$ cat src/rtl/gpio_irq_pkg.sv
// Shared types and constants for the GPIO interrupt scheduler.
// Imported by the capture cells and the scheduler top.
package gpio_irq_pkg;

  localparam int NUM_SRC = 3;

  localparam logic [1:0] SRC_INT0 = 2'd0;
  localparam logic [1:0] SRC_INT1 = 2'd1;
  localparam logic [1:0] SRC_PC   = 2'd2;

  typedef enum logic [1:0] {
    ST_IDLE,
    ST_REQ,
    ST_SERVICE
  } state_e;

endpackage

$ cat src/rtl/gpio_irq_capture.sv
// Per-source rising-edge capture with pending flag and sticky overrun.
// One instance per interrupt source.
module gpio_irq_capture (
  input  logic clk,
  input  logic reset,
  input  logic src_i,
  input  logic clr_i,
  input  logic status_clr_i,
  output logic pending_o,
  output logic overrun_o
);

  logic src_q;
  logic pend_q, pend_d;
  logic ovr_q, ovr_d;
  logic rise;

  // A new edge beats both the ack clear and the status clear.
  always_comb begin
    rise   = src_i & ~src_q;
    pend_d = rise | (pend_q & ~clr_i);
    ovr_d  = (rise & pend_q & ~clr_i) | (ovr_q & ~status_clr_i);
  end

  always_ff @(posedge clk) begin
    if (reset) begin
      src_q  <= 1'b0;
      pend_q <= 1'b0;
      ovr_q  <= 1'b0;
    end else begin
      src_q  <= src_i;
      pend_q <= pend_d;
      ovr_q  <= ovr_d;
    end
  end

  assign pending_o = pend_q;
  assign overrun_o = ovr_q;

endmodule

$ cat src/rtl/gpio_irq_sched.sv
// Interrupt scheduler: arbitrates captured GPIO events and runs the
// request/ack/EOI handshake toward the CPU.
module gpio_irq_sched #(
  parameter int ACK_TIMEOUT = 16,
  parameter bit PRIO_ROTATE = 1'b0
) (
  input  logic       clk,
  input  logic       reset,
  input  logic       irq_int0,
  input  logic       irq_int1,
  input  logic       irq_pinchange,
  input  logic [2:0] src_enable,
  input  logic       status_clr,
  input  logic       irq_ack,
  input  logic       irq_eoi,
  output logic       irq_req,
  output logic [1:0] irq_id,
  output logic       irq_busy,
  output logic [2:0] pending,
  output logic [2:0] overrun,
  output logic       ack_timeout
);

  import gpio_irq_pkg::*;

  state_e     state_q;
  logic       req_q, busy_q, tmo_q;
  logic [1:0] id_q, rr_q;
  logic [7:0] cnt_q;

  logic [2:0] src_w, clr_w, pend_w, ovr_w, cand_w;
  logic [1:0] start_w, win_w, idx;
  logic       found_w;

  assign src_w = {irq_pinchange, irq_int1, irq_int0};

  for (genvar g = 0; g < NUM_SRC; g++) begin : g_cap
    assign clr_w[g] = (state_q == ST_REQ) & irq_ack
                    & (id_q == 2'(g));
    gpio_irq_capture u_cap (
      .clk          (clk),
      .reset        (reset),
      .src_i        (src_w[g]),
      .clr_i        (clr_w[g]),
      .status_clr_i (status_clr),
      .pending_o    (pend_w[g]),
      .overrun_o    (ovr_w[g])
    );
  end

  assign cand_w = pend_w & src_enable;

  // Fixed priority is the rotating search pinned to start at INT0.
  always_comb begin
    start_w = SRC_INT0;
    if (PRIO_ROTATE)
      start_w = (rr_q == SRC_PC) ? SRC_INT0 : rr_q + 2'd1;
    win_w   = SRC_INT0;
    found_w = 1'b0;
    idx     = start_w;
    for (int k = 0; k < NUM_SRC; k++) begin
      if (!found_w && cand_w[idx]) begin
        win_w   = idx;
        found_w = 1'b1;
      end
      idx = (idx == SRC_PC) ? SRC_INT0 : idx + 2'd1;
    end
  end

  always_ff @(posedge clk) begin
    if (reset) begin
      state_q <= ST_IDLE;
      req_q   <= 1'b0;
      busy_q  <= 1'b0;
      tmo_q   <= 1'b0;
      id_q    <= SRC_INT0;
      rr_q    <= SRC_PC;
      cnt_q   <= 8'd0;
    end else begin
      if (status_clr)
        tmo_q <= 1'b0;
      unique case (state_q)
        ST_IDLE: begin
          if (found_w) begin
            id_q    <= win_w;
            req_q   <= 1'b1;
            cnt_q   <= 8'd0;
            state_q <= ST_REQ;
          end
        end
        ST_REQ: begin
          if (irq_ack) begin
            rr_q    <= id_q;
            req_q   <= 1'b0;
            busy_q  <= 1'b1;
            state_q <= ST_SERVICE;
          end else if (cnt_q == 8'(ACK_TIMEOUT - 1)) begin
            tmo_q   <= 1'b1;
            req_q   <= 1'b0;
            state_q <= ST_IDLE;
          end else begin
            cnt_q <= cnt_q + 8'd1;
          end
        end
        ST_SERVICE: begin
          if (irq_eoi) begin
            busy_q  <= 1'b0;
            state_q <= ST_IDLE;
          end
        end
        default: state_q <= ST_IDLE;
      endcase
    end
  end

  assign irq_req     = req_q;
  assign irq_busy    = busy_q;
  assign irq_id      = id_q;
  assign pending     = pend_w;
  assign overrun     = ovr_w;
  assign ack_timeout = tmo_q;

endmodule
$ cat config.mk
export PLATFORM = sky130hd
export DESIGN_NAME = gpio_irq_sched
export DESIGN_NICKNAME = d
export VERILOG_FILES = /design/src/rtl/gpio_irq_pkg.sv /design/src/rtl/gpio_irq_capture.sv /design/src/rtl/gpio_irq_sched.sv
export SDC_FILE = /design/constraint.sdc
export NUM_CORES = 1
export LEC_CHECK = 0
export ABC_CLOCK_PERIOD_IN_PS = 1930
export CAP_MARGIN = 20
export CORE_AREA = 2 2 50 52
export CTS_CLUSTER_DIAMETER = 150
export DETAILED_ROUTE_END_ITERATION = 6
export DIE_AREA = 0 0 52 54
export DONT_BUFFER_PORTS = 1
export HOLD_SLACK_MARGIN = 0.02
export PLACE_DENSITY = 0.65
export SETUP_SLACK_MARGIN = 0.15
export SLEW_MARGIN = 10
export SYNTH_ARGS = -nofsm -noshare
export SYNTH_HDL_FRONTEND = slang
export SYNTH_SLANG_ARGS = --single-unit
$ cat constraint.sdc
create_clock -name clk -period 1.93 [get_ports clk]
set_input_delay 0.2895 -clock clk [delete_from_list [all_inputs] [get_ports clk]]
set_output_delay 0.2895 -clock clk [all_outputs]
set_load 0.005 [all_outputs]
==> impl_metrics.json, run 1 <==
{
  "areaGrowthSynthToFinish_pct": 5.54,
  "port_buffers": 0,
  "finalHoldViolCount": 0,
  "nFillCells": 226,
  "start_util": 0.487,
  "slew-limit-headroom": 0.706,
  "p_clk_frac": 0.361,
  "grt_max_degree": 15,
  "pwr_density_cell_nw_per_um2": 847,
  "peakVddDrop_uv": 396,
  "slew_violations": 0,
  "finalNetCount": 136,
  "antenna_left": 0,
  "worstSetupEndpointType": "flip-flop",
  "synth_area_sq_um": 1130,
  "cts.path.max_buffers": 2,
  "synthArstFlopShare": 0,
  "drtPass1Iterations": 4,
  "die_area_sq_um": 2810,
  "cp.required_ns": 2.14,
  "io_pins": 22,
  "finClkSkew_ns": 0.00411,
  "crit_arrival_ns": 1.89,
  "first_iter_violations": 17,
  "timing.final.crit_share": 0.871,
  "drive_above_1_share": 0.106,
  "crit_path_max_fanout": 7,
  "yosys_warnings": 0,
  "design.core.area_sq_um": 2320,
  "internal-power_mw": 0.774,
  "worstHoldPathType": "in -> reg",
  "syn_inst": 125,
  "ctsResizeCount": 0,
  "ys_ff_latch": 24,
  "p_sw_mw": 0.235,
  "synthFlopType": "dfxtp_1",
  "setup_ws_ns": 0.248,
  "grt_pass1_wl_mm": 3.68,
  "rsz0062_at_grt": "false",
  "overflow": 0,
  "worst_pin_slew_ns": 0.440,
  "synth.avg_cell_area_sq_um": 9.03,
  "numCtsBuffers": 3,
  "rows": 18,
  "critPathKind": "reg -> reg",
  "cts_setup_buffers": 0,
  "yosysSeqAreaShare": 0.426,
  "seq_power_share": 0.538,
  "cp-start-kind": "flip-flop",
  "die-width_um": 52,
  "cts_hold_buffers": 2,
  "grt_pass1_vias": 838,
  "outcome": "finished, final reports clean",
  "synth_cell_types": 42,
  "die_y_um": 54,
  "switching_share": 0.233,
  "route.detailed.drc": 0,
  "hold-worst-slack_ns": 0.0603,
  "layout_commonest_cell": "dfxtp_1",
  "leakagePower_nw": 0.421,
  "antenna_found_initial": 0,
  "finalSetupViolations": 0,
  "place_congestion": 0.781,
  "postLayoutCoreUtil": 0.513,
  "fmax_mhz": 595,
  "place_hpwl_mm": 1.65,
  "post_drt_wl_per_cell_um": 15.0,
  "comb_power_share": 0.101,
  "num_vias": 897,
  "routed_wl_mm": 2.30,
  "cts_root_buf": "clkbuf_4",
  "cts_tree": "built",
  "tns_ns": 0,
  "maxCapViolations": 0,
  "htreeDepth": 1,
  "place_ws_ns": 0.259,
  "synth_fp_nets": 137,
  "antenna_cells": 0,
  "period_minus_slack_ns": 1.68,
  "synth_edf_count": 0,
  "grt_use_total": 0.179,
  "final_cell_mix": "dfxtp_1, nand2_1, nor2_1",
  "worstSkewPairLatency_ns": 0.31,
  "cts.sinks": 24,
  "detail_route.vias_per_cell": 5.86,
  "clk_transition_reported_paths_ns": 0.13
}
## cells by family (layout without fill, tap and decap cells)
kind of cell / Yosys count / count (layout) / synth area share
multiplexers: 1 / 1 / 0.00998
adder cells (fa/ha/maj): 1 / 1 / 0.0111
flip-flops: 24 / 24 / 0.426
AND/OR/NAND/NOR: 52 / 52 / 0.262
buffers and inverters: 15 / 13 / 0.0743
AO/OA/AOI/OAI: 32 / 32 / 0.217
## stage by stage
stage,instances,instance area [sq um],total power [mW]
finish,153,1190,1.01
global route,153,1190,1.05
CTS,152,1180,1.01
detailed placement,146,1110,0.647
global placement,146,1110,0.643
floorplan,125,1130,0.641
## registers in the layout, indices dropped and copies added, names as in the netlist
register,flops
g_cap.u_cap.overrun_o,3
irq_busy,1
irq_id,2
state_q,2
cnt_q,8
g_cap.u_cap.src_q,3
g_cap.u_cap.pending_o,3
ack_timeout,1
irq_req,1
## layer usage
metal / part of all wire / track usage
met2: 0.49 / 0.314
met3: 0.054 / 0.0361
met4: 0.010 / 0.0614
met1: 0.45 / 0.217
met5: 0 / 0
## cell type report
cell class / count / area (sq um) / share of cell area
multi-input combinational: 86 / 564 / 0.474
sequential: 24 / 480 / 0.403
timing repair buffer: 4 / 37.5 / 0.0315
tap: 30 / 37.5 / 0.0315
clock inverter: 1 / 30.0 / 0.0252
clock buffer: 3 / 22.5 / 0.0189
inverter: 5 / 18.8 / 0.0158
## Yosys cell counts, drive strengths merged (2+ instances only)
cell | number | area [sq um]
inv | 4 | 15.0
clkbuf | 2 | 7.51
and3 | 2 | 12.5
nor2 | 11 | 41.3
nand3b | 2 | 15.0
and2 | 2 | 13.8
nand2b | 6 | 37.5
nor2b | 4 | 25.0
buf | 8 | 57.6
a31o | 3 | 26.3
o21ai | 4 | 23.8
nor3b | 2 | 31.3
a21oi | 7 | 35.0
nand2 | 11 | 41.3
dfxtp | 24 | 480
o31ai | 4 | 30.0
nand3 | 7 | 40.0
o41ai | 2 | 17.5
a22oi | 2 | 15.0
a311o | 2 | 20.0
## power groups by stage
stage | sequential (mW) | combinational [mW] | clock [mW]
3_3_place_gp | 0.553 | 0.0895 | 0
4_1_cts | 0.543 | 0.100 | 0.371
2_1_floorplan | 0.540 | 0.100 | 0
6_report | 0.543 | 0.102 | 0.364
5_1_grt | 0.548 | 0.113 | 0.393
3_5_place_dp | 0.554 | 0.0931 | 0
## worst max-delay path: stages, from the launching register on
cell,delay [ns]
dfxtp_1,0.40
nand2_1,0.11
a311o_1,0.46
and2_2,0.27
a311o_1,0.35
## worst paths after layout
kind	start	to	slack [ns]	cells past startpoint
setup / recovery	g_cap[0].u_cap.pending_o$_SDFF_PP0_	cnt_q[5]$_SDFFE_PP0P_	0.25	4
hold reg to reg	g_cap[0].u_cap.overrun_o$_SDFF_PP0_	g_cap[0].u_cap.overrun_o$_SDFF_PP0_	0.50	2
hold / removal	reset	g_cap[1].u_cap.overrun_o$_SDFF_PP0_	0.06	1
setup reg to reg	g_cap[0].u_cap.pending_o$_SDFF_PP0_	cnt_q[5]$_SDFFE_PP0P_	0.25	4
No activity file was read; power rests on OpenSTA's default activity.
==> run 2, diff against run 1 <==
--- a/config.mk
+++ b/config.mk
@@ -6,14 +6,13 @@
 export NUM_CORES = 1
 export LEC_CHECK = 0
 export ABC_CLOCK_PERIOD_IN_PS = 1930
-export CAP_MARGIN = 20
-export CORE_AREA = 2 2 50 52
+export CORE_AREA = 2 2 49 51
 export CTS_CLUSTER_DIAMETER = 150
 export DETAILED_ROUTE_END_ITERATION = 6
-export DIE_AREA = 0 0 52 54
+export DIE_AREA = 0 0 51 53
 export DONT_BUFFER_PORTS = 1
 export HOLD_SLACK_MARGIN = 0.02
-export PLACE_DENSITY = 0.65
+export PLACE_DENSITY = 0.67
 export SETUP_SLACK_MARGIN = 0.15
 export SLEW_MARGIN = 10
 export SYNTH_ARGS = -nofsm -noshare
==> impl_metrics.json, run 2 (synthesis results as in run 1) <==
{
  "grt_pass1_wl_mm": 3.45,
  "maxCapViolations": 0,
  "die_area_sq_um": 2700,
  "grt_use_total": 0.169,
  "worstHoldPathType": "in -> reg",
  "layout_commonest_cell": "dfxtp_1",
  "areaGrowthSynthToFinish_pct": 5.10,
  "final_cell_mix": "dfxtp_1, nand2_1, nor2_1",
  "antenna_cells": 0,
  "detail_route.vias_per_cell": 5.73,
  "worstSetupEndpointType": "flip-flop",
  "cts_root_buf": "clkbuf_4",
  "die_y_um": 53,
  "slew_violations": 0,
  "max_stage_delay_ns": 0.57,
  "cp_cell_sequence": "or4_4 -> o211ai_4 -> nor3_1 -> a311o_1",
  "largest_register_ffs": 8,
  "cp_slowest_cell": "or4_4",
  "timing.final.crit_share": 0.865,
  "cts_tree": "built",
  "placed_cell_area_sq_um": 1110,
  "design.core.area_sq_um": 2150,
  "htreeDepth": 1,
  "period_minus_slack_ns": 1.67,
  "place_congestion": 0.810,
  "finalNetCount": 136,
  "cp.required_ns": 2.15,
  "clk_transition_reported_paths_ns": 0.13,
  "place_hpwl_mm": 1.48,
  "crit_path_max_fanout": 7,
  "cts.path.max_buffers": 2,
  "grt_max_degree": 15,
  "ctsResizeCount": 0,
  "peakVddDrop_uv": 404,
  "rsz0062_at_grt": "false",
  "route.detailed.drc": 0,
  "crit_arrival_ns": 1.89,
  "leakagePower_nw": 0.422,
  "cts.sinks": 24,
  "worst_pin_slew_ns": 0.427,
  "antenna_found_initial": 0,
  "rrSetupSlack_ns": 0.26,
  "first_iter_violations": 24,
  "rows": 17,
  "numCtsBuffers": 3,
  "overflow": 0,
  "drtPass1Iterations": 4,
  "start_util": 0.525,
  "slew-limit-headroom": 0.712,
  "fmax_mhz": 599,
  "drive_above_1_share": 0.114,
  "finalSetupViolations": 0,
  "routed_wl_mm": 2.06,
  "grt_pass1_vias": 822,
  "num_vias": 865,
  "post_drt_wl_per_cell_um": 13.6,
  "finalHoldViolCount": 0,
  "port_buffers": 0,
  "outcome": "finished, final reports clean",
  "critPathKind": "reg -> reg",
  "worstSkewPairLatency_ns": 0.31,
  "largest_register": "cnt_q",
  "antenna_left": 0,
  "fin_area_sq_um": 1190,
  "finClkSkew_ns": 0.00200,
  "io_pins": 22,
  "cp-start-kind": "flip-flop",
  "pwr_density_cell_nw_per_um2": 846,
  "tns_ns": 0,
  "die-width_um": 51
}
-- run 2: cell types whose count changed in the layout (fill, tap and decap cells not counted), sizes merged --
cell / change
buf: +1
dlygate4sd3: -1
-- run 2: worst max-delay path: cells and delay by family, from the launching register on --
kind | cells | cell delay [ns]
and+or+nand+nor | 2 | 0.65
DFF | 1 | 0.34
AOI/OAI and AO/OA | 2 | 0.57
-- run 2: final cells by class --
| class | instances | area, sq um |
|---|---|---|
| Multi-Input combinational cell | 86 | 564 |
| Tap cell | 28 | 35.0 |
| Fill cell | 203 | 962 |
| Clock inverter | 1 | 30.0 |
| Timing Repair Buffer | 4 | 35.0 |
| Sequential cell | 24 | 480 |
| Inverter | 5 | 18.8 |
| Clock buffer | 3 | 22.5 |
-- run 2: per-stage QoR --
stage / total power [mW] / hold WS (ns) / setup slack (ns) / std cells / utilization
after CTS: 1.01 / 0.0201 / 0.258 / 150 / 0.547
after detailed placement: 0.647 / 0.362 / 0.274 / 145 / 0.518
after floorplan: 0.641 / 0.418 / 0.365 / 125 / -
after global routing: 1.05 / 0.0403 / 0.158 / 151 / 0.552
after global placement: 0.645 / 0.361 / 0.310 / 145 / 0.518
final: 1.00 / 0.0556 / 0.260 / 151 / 0.552
-- run 2: where the power goes --
| group | internal (mW) | switching, mW |
|---|---|---|
| registers | 0.518 | 0.0245 |
| clock network | 0.210 | 0.151 |
| logic | 0.0461 | 0.0535 |
| total | 0.774 | 0.229 |
-- run 2: final timing paths --
kind	start	to	depth (start not counted)
worst max register to register	cnt_q[7]$_SDFFE_PP0P_	cnt_q[5]$_SDFFE_PP0P_	4
worst min-delay path	reset	g_cap[0].u_cap.overrun_o$_SDFF_PP0_	1
worst min register to register	cnt_q[6]$_SDFFE_PP0P_	cnt_q[6]$_SDFFE_PP0P_	2
worst max-delay path	cnt_q[7]$_SDFFE_PP0P_	cnt_q[5]$_SDFFE_PP0P_	4
-- run 2: timing repair --
item / in CTS / in global routing
buffers inserted: 0 / 0
hold endpoints to repair: 6 / 7
hold buffers: 1 / 1
-- run 2: per-layer routing --
metal | vias up | GRT usage | routed length, um
met4 | 0 | 0.0676 | 27
met3 | 4 | 0.0339 | 98
met2 | 19 | 0.284 | 1010
li1 | 445 | - | -
met1 | 397 | 0.210 | 920
met5 | - | 0 | 0
==> run 3, diff against run 2 <==
--- a/config.mk
+++ b/config.mk
@@ -13,6 +13,7 @@
 export DONT_BUFFER_PORTS = 1
 export HOLD_SLACK_MARGIN = 0.02
 export PLACE_DENSITY = 0.67
+export REMOVE_ABC_BUFFERS = 1
 export SETUP_SLACK_MARGIN = 0.15
 export SLEW_MARGIN = 10
 export SYNTH_ARGS = -nofsm -noshare
==> impl_metrics.json, run 3 (synthesis results as in run 1) <==
{
  "outcome": "finished, final reports clean",
  "die_y_um": 53,
  "design.core.area_sq_um": 2150,
  "cp.required_ns": 2.15,
  "worstSetupEndpointType": "flip-flop",
  "post_layout_nonfiller_instances": 149,
  "finalNetCount": 134,
  "finalHoldViolCount": 0,
  "p_total_mw": 1.01,
  "cp-start-kind": "flip-flop",
  "cts_root_buf": "clkbuf_4",
  "hold-worst-slack_ns": 0.0486,
  "worstHoldPathType": "in -> reg",
  "ctsResizeCount": 0,
  "antenna_cells": 0,
  "overflow": 0,
  "start_util": 0.525,
  "cp_cell_sequence": "nand2_1 -> a311o_1 -> and2_2 -> a311o_1",
  "dp_cells": 144,
  "cts.path.max_buffers": 2,
  "areaGrowthSynthToFinish_pct": 3.55,
  "fin_area_sq_um": 1170,
  "maxCapViolations": 0,
  "critPathKind": "reg -> reg",
  "cts_tree": "built",
  "slew-limit-headroom": 0.660,
  "first_iter_violations": 19,
  "routed_wl_mm": 2.28,
  "cts_setup_buffers": 0,
  "placed_cell_area_sq_um": 1110,
  "drive_above_1_share": 0.107,
  "route.detailed.drc": 0,
  "place_ws_ns": 0.278,
  "cp_slowest_cell": "a311o_1",
  "clk_transition_reported_paths_ns": 0.14,
  "leakagePower_nw": 0.413,
  "rsz0062_at_grt": "false",
  "cts_hold_buffers": 1,
  "grt_pass1_wl_mm": 3.54,
  "detail_route.vias_per_cell": 6.03,
  "peakVddDrop_uv": 538,
  "pwr_density_cell_nw_per_um2": 861,
  "timing.final.crit_share": 0.873,
  "antenna_found_initial": 0,
  "place_hpwl_mm": 1.60,
  "fmax_mhz": 593,
  "largest_register": "cnt_q",
  "crit_top_cell": "a311o_1",
  "cts.sinks": 24,
  "place_congestion": 0.864,
  "post_drt_wl_per_cell_um": 15.3,
  "num_vias": 898,
  "slew_violations": 0,
  "setup_ws_ns": 0.244,
  "port_buffers": 0,
  "tns_ns": 0,
  "rows": 17,
  "antenna_left": 0,
  "grt_use_total": 0.181,
  "numCtsBuffers": 3,
  "crit_arrival_ns": 1.90,
  "htreeDepth": 1,
  "io_pins": 22,
  "worst_pin_slew_ns": 0.509,
  "finClkSkew_ns": 0.00906,
  "largest_register_ffs": 8,
  "final_cell_mix": "dfxtp_1, nand2_1, nor2_1",
  "drtPass1Iterations": 4,
  "grt_pass1_vias": 842,
  "postLayoutCoreUtil": 0.544,
  "worstSkewPairLatency_ns": 0.32,
  "finalSetupViolations": 0,
  "max_stage_delay_ns": 0.46,
  "period_minus_slack_ns": 1.69,
  "die-width_um": 51,
  "grt_max_degree": 15,
  "crit_path_max_fanout": 7,
  "die_area_sq_um": 2700,
  "layout_commonest_cell": "dfxtp_1"
}
[run 3: critical path: cells and delay by family, from the launching register on]
kind	cells	cell delay [ns]
AOI/OAI and AO/OA	2	0.80
and+or+nand+nor	2	0.37
DFF	1	0.40
[run 3: final cells by class]
type                    count  area [sq um]
clock buffers               3          22.5
inverters                   5          18.8
well taps                  28          35.0
fillers                   209           980
repair buffers              2          17.5
multi-input cells          86           564
flip-flops and latches     24           480
clock inverters             1          30.0
[run 3: report_power, final]
part           internal [mW]  switching (mW)
combinational         0.0433          0.0554
sequential             0.518          0.0253
clock                  0.210           0.154
total                  0.771           0.235
[run 3: worst paths after layout]
path / start / endpoint / slack, ns / cells past startpoint
setup / recovery: g_cap[0].u_cap.pending_o$_SDFF_PP0_ / cnt_q[5]$_SDFFE_PP0P_ / 0.24 / 4
hold / removal: reset / g_cap[0].u_cap.overrun_o$_SDFF_PP0_ / 0.05 / 1
setup reg to reg: g_cap[0].u_cap.pending_o$_SDFF_PP0_ / cnt_q[5]$_SDFFE_PP0P_ / 0.24 / 4
hold reg to reg: g_cap[0].u_cap.overrun_o$_SDFF_PP0_ / g_cap[0].u_cap.overrun_o$_SDFF_PP0_ / 0.50 / 2
[run 3: routing by layer]
layer / part of all wire / wire, um / vias up / track usage
met5: 0 / 0 / - / 0
li1: - / - / 439 / -
met3: 0.048 / 110 / 4 / 0.0452
met4: 0.0075 / 17 / 0 / 0.0901
met1: 0.46 / 1040 / 433 / 0.218
met2: 0.49 / 1110 / 22 / 0.299
